--- config.mk ---
export PLATFORM = sky130hd
export DESIGN_NAME = edge_sum_param
export DESIGN_NICKNAME = d
export VERILOG_FILES = /design/src/rtl/edge_sum_pkg.sv /design/src/rtl/edge_sum_param_slice.sv /design/src/rtl/edge_sum_param.sv
export SDC_FILE = /design/constraint.sdc
export NUM_CORES = 1
export LEC_CHECK = 0
export CORE_ASPECT_RATIO = 0.6
export CORE_MARGIN = 5
export CORE_UTILIZATION = 50
export DETAILED_ROUTE_END_ITERATION = 16
export PLACE_DENSITY_LB_ADDON = 0.15
export SETUP_SLACK_MARGIN = 0.5
export SYNTH_ARGS = -nofsm -noshare
export SYNTH_HDL_FRONTEND = slang
export SYNTH_HIERARCHICAL = 1
export SYNTH_SLANG_ARGS = --single-unit
--- constraint.sdc ---
create_clock -name i_clk -period 5.6 [get_ports i_clk]
set_input_delay 0.84 -clock i_clk [delete_from_list [all_inputs] [get_ports i_clk]]
set_output_delay 0.84 -clock i_clk [all_outputs]
set_load 0.005 [all_outputs]
--- src/rtl/edge_sum_pkg.sv ---
// rtl/edge_sum_pkg.sv - mode encodings and width helpers for the TDC edge encoder
package edge_sum_pkg;

    localparam logic [1:0] MODE_RISE = 2'b00;
    localparam logic [1:0] MODE_FALL = 2'b01;
    localparam logic [1:0] MODE_BOTH = 2'b10;
    localparam logic [1:0] MODE_OFF  = 2'b11;

    function automatic int clog2(input int v);
        int r;
        r = 0;
        for (int i = 0; i < 31; i++) begin
            if ((1 << i) < v) r = i + 1;
        end
        return r;
    endfunction

    function automatic int cnt_width(input int w);
        return clog2(w + 1);
    endfunction

    // Wide enough for every edge set, including the cascade offset of each position.
    function automatic int sum_width(input int w, input int index);
        return clog2(w * (w + 1) / 2 + w * index * w + 1);
    endfunction

    function automatic int nodes_at(input int n, input int lvl);
        return (n + (1 << lvl) - 1) >> lvl;
    endfunction

endpackage

--- src/rtl/edge_sum_param_slice.sv ---
// rtl/edge_sum_param_slice.sv - one tap slice: registered local edge count and offset position sum
module edge_slice
    import edge_sum_pkg::*;
#(
    parameter int SUB_W     = 6,
    parameter int SLICE_IDX = 0,
    parameter int CNT_W     = 6,
    parameter int SW        = 11
) (
    input  logic             i_clk,
    input  logic             i_rst,
    input  logic [SUB_W-1:0] i_din,
    input  logic             i_prev,
    input  logic [1:0]       i_mode,
    output logic [CNT_W-1:0] o_cnt,
    output logic [SW-1:0]    o_sum
);

    localparam int OFS = SLICE_IDX * SUB_W;

    logic [SUB_W:0]   ext;
    logic             edge_hit;
    logic [CNT_W-1:0] cnt_d, cnt_q;
    logic [SW-1:0]    sum_d, sum_q;

    assign ext = {i_din, i_prev};

    always_comb begin
        cnt_d    = '0;
        sum_d    = '0;
        edge_hit = 1'b0;
        for (int k = 0; k < SUB_W; k++) begin
            case (i_mode)
                MODE_RISE: edge_hit = ext[k+1] & ~ext[k];
                MODE_FALL: edge_hit = ~ext[k+1] & ext[k];
                MODE_BOTH: edge_hit = ext[k+1] ^ ext[k];
                default:   edge_hit = 1'b0;
            endcase
            if (edge_hit) begin
                cnt_d = cnt_d + CNT_W'(1);
                sum_d = sum_d + SW'(k + 1);
            end
        end
        sum_d = sum_d + SW'(cnt_d) * SW'(OFS);
    end

    always_ff @(posedge i_clk or posedge i_rst) begin
        if (i_rst) begin
            cnt_q <= '0;
            sum_q <= '0;
        end else begin
            cnt_q <= cnt_d;
            sum_q <= sum_d;
        end
    end

    assign o_cnt = cnt_q;
    assign o_sum = sum_q;

endmodule

--- src/rtl/edge_sum_param.sv ---
// rtl/edge_sum_param.sv - pipelined thermometer-edge count and position-sum encoder
module edge_sum_param
    import edge_sum_pkg::*;
#(
    parameter int N_SUB = 8,
    parameter int SUB_W = 6,
    parameter int INDEX = 0,
    parameter int SUM_W = 16,
    localparam int W     = N_SUB * SUB_W,
    localparam int CNT_W = cnt_width(W),
    localparam int LAT   = clog2(N_SUB) + 2
) (
    input  logic             i_clk,
    input  logic             i_rst,
    input  logic [W-1:0]     i_din,
    input  logic             i_cin,
    input  logic             i_valid,
    input  logic [1:0]       i_mode,
    output logic [SUM_W-1:0] o_sum_position,
    output logic [CNT_W-1:0] o_num_edge,
    output logic             o_overflow,
    output logic             o_valid
);

    localparam int L       = clog2(N_SUB);
    localparam int TL      = (L < 1) ? 1 : L;
    localparam int TW      = sum_width(W, 0);
    localparam int SW_FULL = sum_width(W, INDEX);
    localparam int FW      = (SW_FULL > SUM_W) ? SW_FULL : SUM_W + 1;
    localparam int OFS     = INDEX * W;

    logic rst_meta_q, rst_q;

    // Reset asserts at once but releases on a clock edge so no flop sees a runt deassert.
    always_ff @(posedge i_clk or posedge i_rst) begin
        if (i_rst) begin
            rst_meta_q <= 1'b1;
            rst_q      <= 1'b1;
        end else begin
            rst_meta_q <= 1'b0;
            rst_q      <= rst_meta_q;
        end
    end

    logic [W:0]       ext;
    logic [CNT_W-1:0] s_cnt [N_SUB];
    logic [TW-1:0]    s_sum [N_SUB];

    assign ext = {i_din, i_cin};

    for (genvar j = 0; j < N_SUB; j++) begin : g_slice
        edge_slice #(
            .SUB_W     (SUB_W),
            .SLICE_IDX (j),
            .CNT_W     (CNT_W),
            .SW        (TW)
        ) u_slice (
            .i_clk  (i_clk),
            .i_rst  (rst_q),
            .i_din  (i_din[j*SUB_W +: SUB_W]),
            .i_prev (ext[j*SUB_W]),
            .i_mode (i_mode),
            .o_cnt  (s_cnt[j]),
            .o_sum  (s_sum[j])
        );
    end

    logic [CNT_W-1:0] t_cnt_q [1:TL][N_SUB];
    logic [TW-1:0]    t_sum_q [1:TL][N_SUB];
    logic [CNT_W-1:0] lvl_cnt [0:L][N_SUB];
    logic [TW-1:0]    lvl_sum [0:L][N_SUB];

    // Row 0 is the slice outputs, row l the registered tree level l.
    always_comb begin
        lvl_cnt[0] = s_cnt;
        lvl_sum[0] = s_sum;
        for (int l = 1; l <= L; l++) begin
            lvl_cnt[l] = t_cnt_q[l];
            lvl_sum[l] = t_sum_q[l];
        end
    end

    always_ff @(posedge i_clk or posedge rst_q) begin
        if (rst_q) begin
            for (int l = 1; l <= TL; l++) begin
                for (int i = 0; i < N_SUB; i++) begin
                    t_cnt_q[l][i] <= '0;
                    t_sum_q[l][i] <= '0;
                end
            end
        end else begin
            for (int l = 1; l <= L; l++) begin
                for (int i = 0; i < N_SUB; i++) begin
                    if (2*i + 1 < nodes_at(N_SUB, l - 1)) begin
                        t_cnt_q[l][i] <= lvl_cnt[l-1][(2*i) % N_SUB] + lvl_cnt[l-1][(2*i+1) % N_SUB];
                        t_sum_q[l][i] <= lvl_sum[l-1][(2*i) % N_SUB] + lvl_sum[l-1][(2*i+1) % N_SUB];
                    end else if (2*i < nodes_at(N_SUB, l - 1)) begin
                        t_cnt_q[l][i] <= lvl_cnt[l-1][(2*i) % N_SUB];
                        t_sum_q[l][i] <= lvl_sum[l-1][(2*i) % N_SUB];
                    end else begin
                        t_cnt_q[l][i] <= '0;
                        t_sum_q[l][i] <= '0;
                    end
                end
            end
        end
    end

    logic [L:0] vld_q;

    always_ff @(posedge i_clk or posedge rst_q) begin
        if (rst_q) begin
            vld_q <= '0;
        end else begin
            vld_q[0] <= i_valid;
            for (int i = 1; i <= L; i++) vld_q[i] <= vld_q[i-1];
        end
    end

    logic [CNT_W-1:0] tree_cnt;
    logic [FW-1:0]    full_sum;
    logic [SUM_W-1:0] sum_q;
    logic [CNT_W-1:0] cnt_q;
    logic             ovf_q, valid_q;

    assign tree_cnt = lvl_cnt[L][0];
    assign full_sum = FW'(lvl_sum[L][0]) + FW'(tree_cnt) * FW'(OFS);

    always_ff @(posedge i_clk or posedge rst_q) begin
        if (rst_q) begin
            sum_q   <= '0;
            cnt_q   <= '0;
            ovf_q   <= 1'b0;
            valid_q <= 1'b0;
        end else begin
            valid_q <= vld_q[L];
            if (vld_q[L]) begin
                cnt_q <= tree_cnt;
                if (|full_sum[FW-1:SUM_W]) begin
                    sum_q <= '1;
                    ovf_q <= 1'b1;
                end else begin
                    sum_q <= full_sum[SUM_W-1:0];
                    ovf_q <= 1'b0;
                end
            end
        end
    end

    assign o_sum_position = sum_q;
    assign o_num_edge     = cnt_q;
    assign o_overflow     = ovf_q;
    assign o_valid        = valid_q;

endmodule
==> results.md, run 1 <==
* Status: finished with violations
* Failing checks: negative setup slack
* Clock Skew at around 0.02 ns
* Net Sw Frac at 0.392
* Reg-to-reg critical path endpoint: lvl_sum[250]
* Chip width at approximately 290 µm
* Htree depth at 1
* Slowest CP cell: fa_1
* Ports at 78
* Total track usage at 0.215
* Fmax at between 150 and 200 MHz
* Final worst path period need at 5.68 ns
* CTS tree: done
* Slew Viols, Final at 0
* Remaining global-route overflow at 0
* Initial antenna violation count at 0
* First-pass GRT wire length at roughly 90 mm
* Via-to-Cell Ratio at around 5.2
* Die H at 176 µm
* CTS Buffer Depth at 3
* Drt pass-1 iters at 4
* Row cnt at 60
* Final setup vio count at 3
* Layout cells sized above 1 at 0.309
* Syn_area_per_cell at about 10 µm²
* Maximum vdd drop at 294 µV
* Worst path bufs/invs at 9
* Max stage delay on crit path at approximately 0.53 ns
* Sw power at 4880 µW
* DP Cell Count at ~3300
* Commonest non-fill, non-tap cell in the layout: buf_4
* FF-to-FF setup slack at between 3 and 4 ns
* Hold slack at roughly 0.35 ns
* Finished Core Util at 0.670
* RSZ-0062 raised after global routing: true
* CP startpoint kind: input port
* Worst EP arrival at between 6 and 7 ns
* Post-synth EDFFs at 0
* FILL cells at 3400
* PnR worst setup slack at -0.0806 ns
* Clock share of power at 0.151
* Vias at approximately 18000
* Area delta synth->final at 31.9%
* Initial Util at 0.508
* Clock latency on the worst-skew pair at between 0.5 and 0.6 ns
* IO Port Bufs at 71
* Post-synth ARST share at 1.00
* WP data required at between 6 and 7 ns
* Max Cap Viol at 0
* Hold Path Class: register to register
* Synth Flop Type: dfrtp_1
* Distinct cells, synth at roughly 130
* Crit path depth at 31
* Final Non-Filler Cells at approximately 3400
* Routed wire length at 54.9 mm
* Worst Setup SP: i_din[30]
* Mapped cell area at 22800 µm²
* Register bit total from synthesis at approximately 270
* Worst reg2reg path depth at 8
* Gpl congestion at roughly 0.87
* NumNets Final at 3235
* Num Clock Sinks at ~270
* Dpl hpwl at ~44 mm
* RR Startpoint: g_slice[3].u_slice/o_sum[0]
* Antenna Nets Post-Route at 0
* Sequential-to-total area share from yosys stat at 0.299
* Reg clk slew, reported paths at roughly 0.060 ns
* Pwr Density at between 400 and 500 nW/µm²
* Average wire per standard cell at between 15 and 20 µm
* ANT cells at 0
* Vias in the first global route at roughly 18000
* Slew margin rel. at 0.415
* Flop pwr share at 0.251
* Worst-path fanout max at 4
* CORE AREA at about 45000 µm²
* Crit path capture type: register
* Number of remaining DRC errors at 0
* CTS root buf: clkbuf_16
* Most frequent cells in the layout: buf_4, ha_1, dfrtp_1
* Die footprint at around 50000 µm²
* Hold Fails Final Rpt at 0
* Num CTS Buffers at 26
* Internal power at about 7600 µW
* Syn Inst Count at ~2300
* Static leakage at 0.0149 µW
* Final Cycle Share at 1.01
* Combinational Power Share at 0.598
* Synth warn at 6
* Initial DRC Count at between 900 and 1000
* Type of the worst setup path: input port to register
* Largest net degree at the start of global routing at between 100 and 150
* Crit path to: g_slice[5].u_slice/o_sum[9]
* Tightest Pin Transition at between 0.8 and 0.9 ns
* Crit path max-delay family: adder cells
## cells in the mapped netlist, types with 34 or more instances
library cell,n,area (µm²)
ha_1,365,4570
dfrtp_1,271,6780
inv_1,225,845
xnor2_1,180,1580
nand2_1,132,495
a21oi_1,127,636
nor2_1,94,353
xor2_1,87,762
o21ai_0,45,225
nand3_1,43,215
a21o_1,42,315
fa_1,34,681
## cell families after synthesis
family                     Yosys count  synth area share
and+or+nand+nor                    522             0.122
buffers and inverters              278            0.0528
other                                9           0.00148
AOI/OAI and AO/OA                  431             0.144
adders and majority gates          399             0.230
muxes                               66            0.0323
DFF                                273             0.299
xor gates and xnor gates           286             0.118
## worst min path at each step
stage,cells after the start,startpoint,endpoint,slack [ns]
after floorplan,1,rst_q,g_slice[0].u_slice/o_cnt[0],0.26
after global placement,0,vld_q[2],vld_q[3],0.33
after detailed placement,0,vld_q[2],vld_q[3],0.34
after CTS,0,vld_q[2],vld_q[3],0.35
after global routing,0,vld_q[0],vld_q[1],0.37
final,0,vld_q[2],vld_q[3],0.35
## layout make-up
type                            count  area (µm²)  share of cell area
Clock buffer                       29         672              0.0223
Multi-Input combinational cell   1742       16500               0.548
Clock inverter                     19         254             0.00843
Timing Repair Buffer              503        4130               0.137
Inverter                          236         976              0.0324
Tap cell                          589         737              0.0245
Sequential cell                   273        6830               0.227
## registers in the layout, summed over array words and instances, names as in the netlist
register and count:
o_valid 1, lvl_sum 77, rst_meta_q 1, rst_q 1
o_sum_position 11, g_slice.u_slice/o_cnt 48, o_num_edge 6, lvl_cnt 36
g_slice.u_slice/o_sum 82, vld_q 4, tree_cnt 6
## repair_timing
| action | in CTS | in global routing |
|---|---|---|
| pin swaps | 117 | 72 |
| gates cloned | 1 | 0 |
| hold endpoints to repair | 0 | 0 |
| hold buffers | 0 | 0 |
| buffers inserted | 42 | 22 |
| endpoints found under the setup margin | 37 | 32 |
| resized for setup | 174 | 78 |
## per-stage QoR
step	instance area, µm²	power, µW	TNS [ns]	setup WS (ns)
floorplan	23800	7560	-1.06	-0.300
global placement	27700	9690	-14.52	-0.868
detailed placement	27700	9920	-18.57	-1.07
CTS	29500	12200	0	0.0328
global route	30100	13400	-1.10	-0.275
finish	30100	12400	-0.0953	-0.0806
## power groups by stage
| stage | clock [µW] | sequential (µW) | combinational, µW |
|---|---|---|---|
| after CTS | 1930 | 3120 | 7110 |
| after floorplan | 0 | 2980 | 4580 |
| after global placement | 0 | 3140 | 6550 |
| after detailed placement | 0 | 3150 | 6770 |
| final | 1880 | 3120 | 7440 |
| after global routing | 2010 | 3180 | 8240 |
## metal layers
| metal | wire length, µm | up-vias | track usage |
|---|---|---|---|
| li1 | - | 8820 | - |
| met1 | 28100 | 8475 | 0.329 |
| met2 | 23900 | 270 | 0.334 |
| met3 | 2180 | 48 | 0.0259 |
| met4 | 790 | 0 | 0.0329 |
| met5 | 0 | - | 0 |
No activity file was read; power rests on OpenSTA's default activity.
==> inputs of run 2 (changes only) <==
--- a/config.mk
+++ b/config.mk
@@ -5,6 +5,7 @@
 export SDC_FILE = /design/constraint.sdc
 export NUM_CORES = 1
 export LEC_CHECK = 0
+export ABC_CLOCK_PERIOD_IN_PS = 5600
 export CORE_ASPECT_RATIO = 0.6
 export CORE_MARGIN = 5
 export CORE_UTILIZATION = 50
@@ -15,3 +16,4 @@
 export SYNTH_HDL_FRONTEND = slang
 export SYNTH_HIERARCHICAL = 1
 export SYNTH_SLANG_ARGS = --single-unit
+export TNS_END_PERCENT = 20
==> results.md, run 2 (same netlist as run 1, synthesis figures left out) <==
* Row cnt at 60 (unchanged)
* Num CTS Buffers at 26 (unchanged)
* Pwr Total at 12200 µW (-1.7%)
* Placed Area at 27400 µm² (-1.2%)
* FF-to-FF setup slack at 3.53 ns (+0.20 ns)
* Worst path bufs/invs at 8 (-1)
* Antenna Nets Post-Route at 0 (unchanged)
* Most frequent cells in the layout: buf_4, ha_1, dfrtp_1
* Hold Fails Final Rpt at 0 (unchanged)
* Die H at 176 µm (unchanged)
* Commonest non-fill, non-tap cell in the layout: buf_4
* Via-to-Cell Ratio at 5.17 (-0.45%)
* Final Cycle Share at 0.984 (-0.0300)
* Dpl hpwl at 43.7 mm (-0.27%)
* Initial DRC Count at 1131 (+20%)
* Average wire per standard cell at 16.0 µm (-0.90%)
* Largest net degree at the start of global routing at 78 (-23%)
* IO Port Bufs at 71 (unchanged)
* WP data required at 6.06 ns (+0.05 ns)
* Initial antenna violation count at 2 (+2)
* Static leakage at 0.0150 µW (+0.84%)
* Num Clock Sinks at 273 (unchanged)
* Final worst path period need at 5.51 ns (-0.168 ns)
* First-pass GRT wire length at 88.6 mm (-1.1%)
* FILL cells at 3322 (-2.3%)
* Die footprint at 50200 µm² (unchanged)
* Chip width at 286 µm (unchanged)
* Slew Viols, Final at 0 (unchanged)
* CTS root buf: clkbuf_16
* Vias at 17606 (-0.040%)
* Maximum vdd drop at 275 µV (-6.5%)
* Finished Cell Area at 30100 µm² (-0.21%)
* CP dominant cell by count: inv_2
* Area delta synth->final at 31.6%
* Initial Util at 0.508 (unchanged)
* Crit path max-delay family: adder cells
* Status: finished clean
* Fmax at 181 MHz (+3.1%)
* NumNets Final at 3249 (+0.43%)
* Max stage delay on crit path at 0.52 ns (about the same)
* Clock latency on the worst-skew pair at 0.54 ns (about the same)
* ANT cells at 0 (unchanged)
* PnR worst setup slack at 0.0877 ns (+0.168 ns)
* RSZ-0062 raised after global routing: true
* Worst-path fanout max at 4 (unchanged)
* Hold Crit Depth at 0 (unchanged)
* Gpl congestion at 0.906 (+4.2%)
* Worst reg2reg path depth at 8 (unchanged)
* Worst EP arrival at 5.97 ns (-0.12 ns)
* Reg clk slew, reported paths at 0.07 ns (about the same)
* Worst Min Path Start: vld_q[1]
* Crit path capture type: register
* Remaining global-route overflow at 0 (unchanged)
* Type of the worst setup path: input port to register
* FF+latch area at 6830 µm² (unchanged)
* Max Cap Viol at 0 (unchanged)
* CP startpoint kind: input port
* Layout cells sized above 1 at 0.306 (-0.00296)
* Hold Path Class: register to register
* CTS tree: done
* Final setup vio count at 0 (-3)
* Number of remaining DRC errors at 0 (unchanged)
* Slew margin rel. at 0.487 (+0.0723)
* Vias in the first global route at 17689 (-1.2%)
* Slowest CP cell: fa_1
* RR Startpoint: lvl_sum[231]
* Routed wire length at 54.6 mm (-0.49%)
* Setup_tns at 0 ns (+0.0953 ns)
* Place WS at -1.05 ns (+0.0186 ns)
* CORE AREA at 45000 µm² (unchanged)
* Max reg flops at 82 (unchanged)
* Ports at 78 (unchanged)
* Clock Skew at 0.0143 ns (-0.00618 ns)
* Drt pass-1 iters at 8 (+4)
* Area of the multi-input gates at 16400 µm² (-0.63%)
* Pwr Density at 407 nW/µm² (-1.5%)
* Hold Path End: vld_q[2]
* Htree depth at 1 (unchanged)
* Tightest Pin Transition at 0.769 ns (-0.109 ns)
* Finished Core Util at 0.668 (-0.00139)
* Reg-to-reg critical path endpoint: lvl_sum[162]
* CTS Buffer Depth at 3 (unchanged)
* Total track usage at 0.212 (-0.00285)
## run 2: cell count changes in the layout (fill, tap and decap cells not counted), moves of 4 or more
cell and change:
a21oi_1 +4, xor2_2 +4, ha_1 +4, inv_2 +5, buf_4 +27, dlygate4sd2_1 -5
dlymetal6s2s_1 +9, nor2_1 +4, a21oi_2 -6, buf_6 -13
## run 2: timing repair
| item | 4_1_cts | 5_1_grt |
|---|---|---|
| pin swaps | 80 | 79 |
| gates resized for setup | 149 | 150 |
| hold endpoints to repair | 0 | 0 |
| setup buffers | 33 | 15 |
| hold buffers | 0 | 0 |
| setup endpoints to repair | 41 | 39 |
| gates cloned | 1 | 1 |
## run 2: how the worst max path moves through the flow
stage	slack, ns	end	cells after the start	from
after CTS	0.02	g_slice[1].u_slice/o_sum[7]	25	i_din[6]
after floorplan	-0.30	g_slice[5].u_slice/o_sum[10]	29	i_din[30]
after detailed placement	-1.05	g_slice[5].u_slice/o_sum[10]	32	i_din[30]
final	0.09	g_slice[5].u_slice/o_sum[10]	31	i_din[30]
after global routing	-0.21	g_slice[5].u_slice/o_sum[10]	31	i_din[30]
after global placement	-0.93	g_slice[6].u_slice/o_sum[10]	25	i_din[36]
## run 2: power breakdown
group	internal (µW)	switching [µW]
Clock	1080	769
Combinational	3600	3630
Sequential	2750	397
Total	7420	4790
## run 2: layer usage
layer  track usage  share of wire  vias up
met5             0              0        -
met2         0.310           0.41      269
met4        0.0396          0.017        0
li1              -              -     8838
met3        0.0272          0.036       55
met1         0.338           0.53     8444
## run 2: cell type report
cell class	count	share of cell area
clock inverter	13	0.00537
tap	589	0.0245
multi-input combinational	1742	0.546
sequential	273	0.227
clock buffer	35	0.0248
inverter	236	0.0308
timing repair buffer	517	0.141
## run 2: metrics by stage
stage                     hold WS [ns]  instances
after floorplan                  0.263       2293
after global placement           0.336       3307
after detailed placement         0.336       3307
after CTS                        0.350       3389
after global routing             0.362       3405
final                            0.347       3405
==> inputs of run 3 (changes only) <==
--- a/config.mk
+++ b/config.mk
@@ -10,7 +10,7 @@
 export CORE_MARGIN = 5
 export CORE_UTILIZATION = 50
 export DETAILED_ROUTE_END_ITERATION = 16
-export PLACE_DENSITY_LB_ADDON = 0.15
+export PLACE_DENSITY = 0.78
 export SETUP_SLACK_MARGIN = 0.5
 export SYNTH_ARGS = -nofsm -noshare
 export SYNTH_HDL_FRONTEND = slang
==> results.md, run 3 (same netlist as run 1, synthesis figures left out) <==
* Reg clk slew, reported paths at 0.07 ns (about the same)
* Worst-path fanout max at 4 (unchanged)
* Largest net degree at the start of global routing at 82 (+5.1%)
* Pwr Density at 421 nW/µm² (+3.6%)
* Die footprint at 50200 µm² (unchanged)
* Worst path bufs/invs at 8 (unchanged)
* Initial DRC Count at 1327 (+17%)
* Tightest Pin Transition at 0.762 ns (-0.00752 ns)
* Final setup vio count at 2 (+2)
* Via-to-Cell Ratio at 5.45 (+5.3%)
* CP dominant cell by count: inv_2
* Hold Path Class: register to register
* Number of remaining DRC errors at 0 (unchanged)
* Placed Area at 27200 µm² (-0.62%)
* Area delta synth->final at 29.1%
* Finished Cell Area at 29500 µm² (-1.9%)
* Failing checks: negative setup slack
* Fmax at 177 MHz (-2.6%)
* Max Cap Viol at 0 (unchanged)
* Post-CTS Hold Buffers at 0 (unchanged)
* Clock Skew at 0.0172 ns (+0.00289 ns)
* CP startpoint kind: input port
* Gpl congestion at 0.921 (+1.7%)
* Dpl hpwl at 44.6 mm (+2.0%)
* Num CTS Buffers at 24 (-7.7%)
* Layout cells sized above 1 at 0.299 (-0.00701)
* RSZ-0062 raised after global routing: true
* ANT cells at 0 (unchanged)
* Slowest CP cell: fa_1
* Antenna Nets Post-Route at 0 (unchanged)
* Vias in the first global route at 19055 (+7.7%)
* Total track usage at 0.224 (+0.0124)
* Num Clock Sinks at 273 (unchanged)
* CTS tree: done
* Worst EP arrival at 6.08 ns (+0.11 ns)
* Die H at 176 µm (unchanged)
* Initial antenna violation count at 1 (-1)
* Max reg flops at 82 (unchanged)
* Remaining global-route overflow at 0 (unchanged)
* IO Port Bufs at 71 (unchanged)
* Slew Viols, Final at 0 (unchanged)
* Static leakage at 0.0147 µW (-2.1%)
* Most frequent cells in the layout: buf_4, ha_1, dfrtp_1
* Maximum vdd drop at 330 µV (+20%)
* Routed wire length at 58.6 mm (+7.2%)
* Htree depth at 1 (unchanged)
* PnR worst setup slack at -0.0594 ns (-0.147 ns)
* Crit path max-delay family: adder cells
* Hold Fails Final Rpt at 0 (unchanged)
* Final Cycle Share at 1.01 (+0.0263)
* Vias at 18318 (+4.0%)
* CTS root buf: clkbuf_16
* NumNets Final at 3211 (-1.2%)
* Drt pass-1 iters at 8 (unchanged)
* Status: finished with violations
* Commonest non-fill, non-tap cell in the layout: buf_4
* Ports at 78 (unchanged)
* Initial Util at 0.508 (unchanged)
* Finished Core Util at 0.655 (-0.0129)
* Slew margin rel. at 0.488 (+0.00111)
* Clock latency on the worst-skew pair at 0.54 ns (about the same)
* Max stage delay on crit path at 0.55 ns (+0.03 ns)
* WP data required at 6.02 ns (-0.04 ns)
* Final worst path period need at 5.66 ns (+0.147 ns)
* Chip width at 286 µm (unchanged)
* First-pass GRT wire length at 94.4 mm (+6.5%)
* Crit path capture type: register
* Row cnt at 60 (unchanged)
* CTS Buffer Depth at 3 (unchanged)
* Type of the worst setup path: input port to register
* Average wire per standard cell at 17.4 µm (+8.5%)
* CORE AREA at 45000 µm² (unchanged)
-- run 3: path summary, 6_finish.rpt --
kind / startpoint / to / slack, ns / depth (start not counted)
max: i_din[30] / g_slice[5].u_slice/o_sum[10] / -0.06 / 31
min in group asynchronous: rst_q / g_slice[0].u_slice/o_sum[3] / 0.45 / 1
max reg2reg: g_slice[2].u_slice/o_sum[0] / lvl_sum[252] / 3.49 / 8
max in group asynchronous: rst_q / vld_q[2] / 3.85 / 2
min: vld_q[1] / vld_q[2] / 0.35 / 0
min reg2reg: vld_q[1] / vld_q[2] / 0.35 / 0
-- run 3: final cells by class --
class | instances | area [µm²]
clock buffers | 25 | 614
clock inverters | 18 | 231
fillers | 3199 | 15500
inverters | 236 | 930
multi-input cells | 1742 | 16300
flip-flops and latches | 273 | 6830
well taps | 589 | 737
repair buffers | 481 | 3830
-- run 3: worst reg2reg max path: cells and delay by family (launching register included) --
family	cells	cell delay, ns
compound gates	2	0.20
flops	1	0.35
fa+ha+maj	2	0.58
simple gates	2	0.42
xor+xnor	1	0.35
buf+inv	1	0.06
-- run 3: where the power goes --
group	leakage, µW	internal (µW)	switching [µW]
registers	0.00335	2750	395
clock network	0.000408	1000	783
logic	0.0110	3630	3860
total	0.0147	7380	5040
-- run 3: through the flow --
step	setup TNS (ns)	cells	hold slack (ns)	setup WS, ns	total power, µW
2_1_floorplan	-1.47	2293	0.263	-0.301	7390
3_3_place_gp	-17.46	3286	0.334	-0.855	9420
3_5_place_dp	-24.37	3286	0.335	-1.03	9820
4_1_cts	0	3356	0.350	0.0837	12000
5_1_grt	-1.32	3364	0.353	-0.338	13300
6_report	-0.0836	3364	0.348	-0.0594	12400
-- run 3: layer usage --
layer  share of wire  vias up  track usage
li1                -     8749            -
met1            0.45     8960        0.315
met2            0.48      512        0.378
met3           0.052       97       0.0293
met4           0.020        0       0.0420
met5               0        -            0
-- run 3: timing repair --
action | 4_1_cts | 5_1_grt
resized for setup | 175 | 114
setup buffers | 27 | 8
cloned | 0 | 0
endpoints found under the setup margin | 39 | 37
pin swaps | 92 | 79
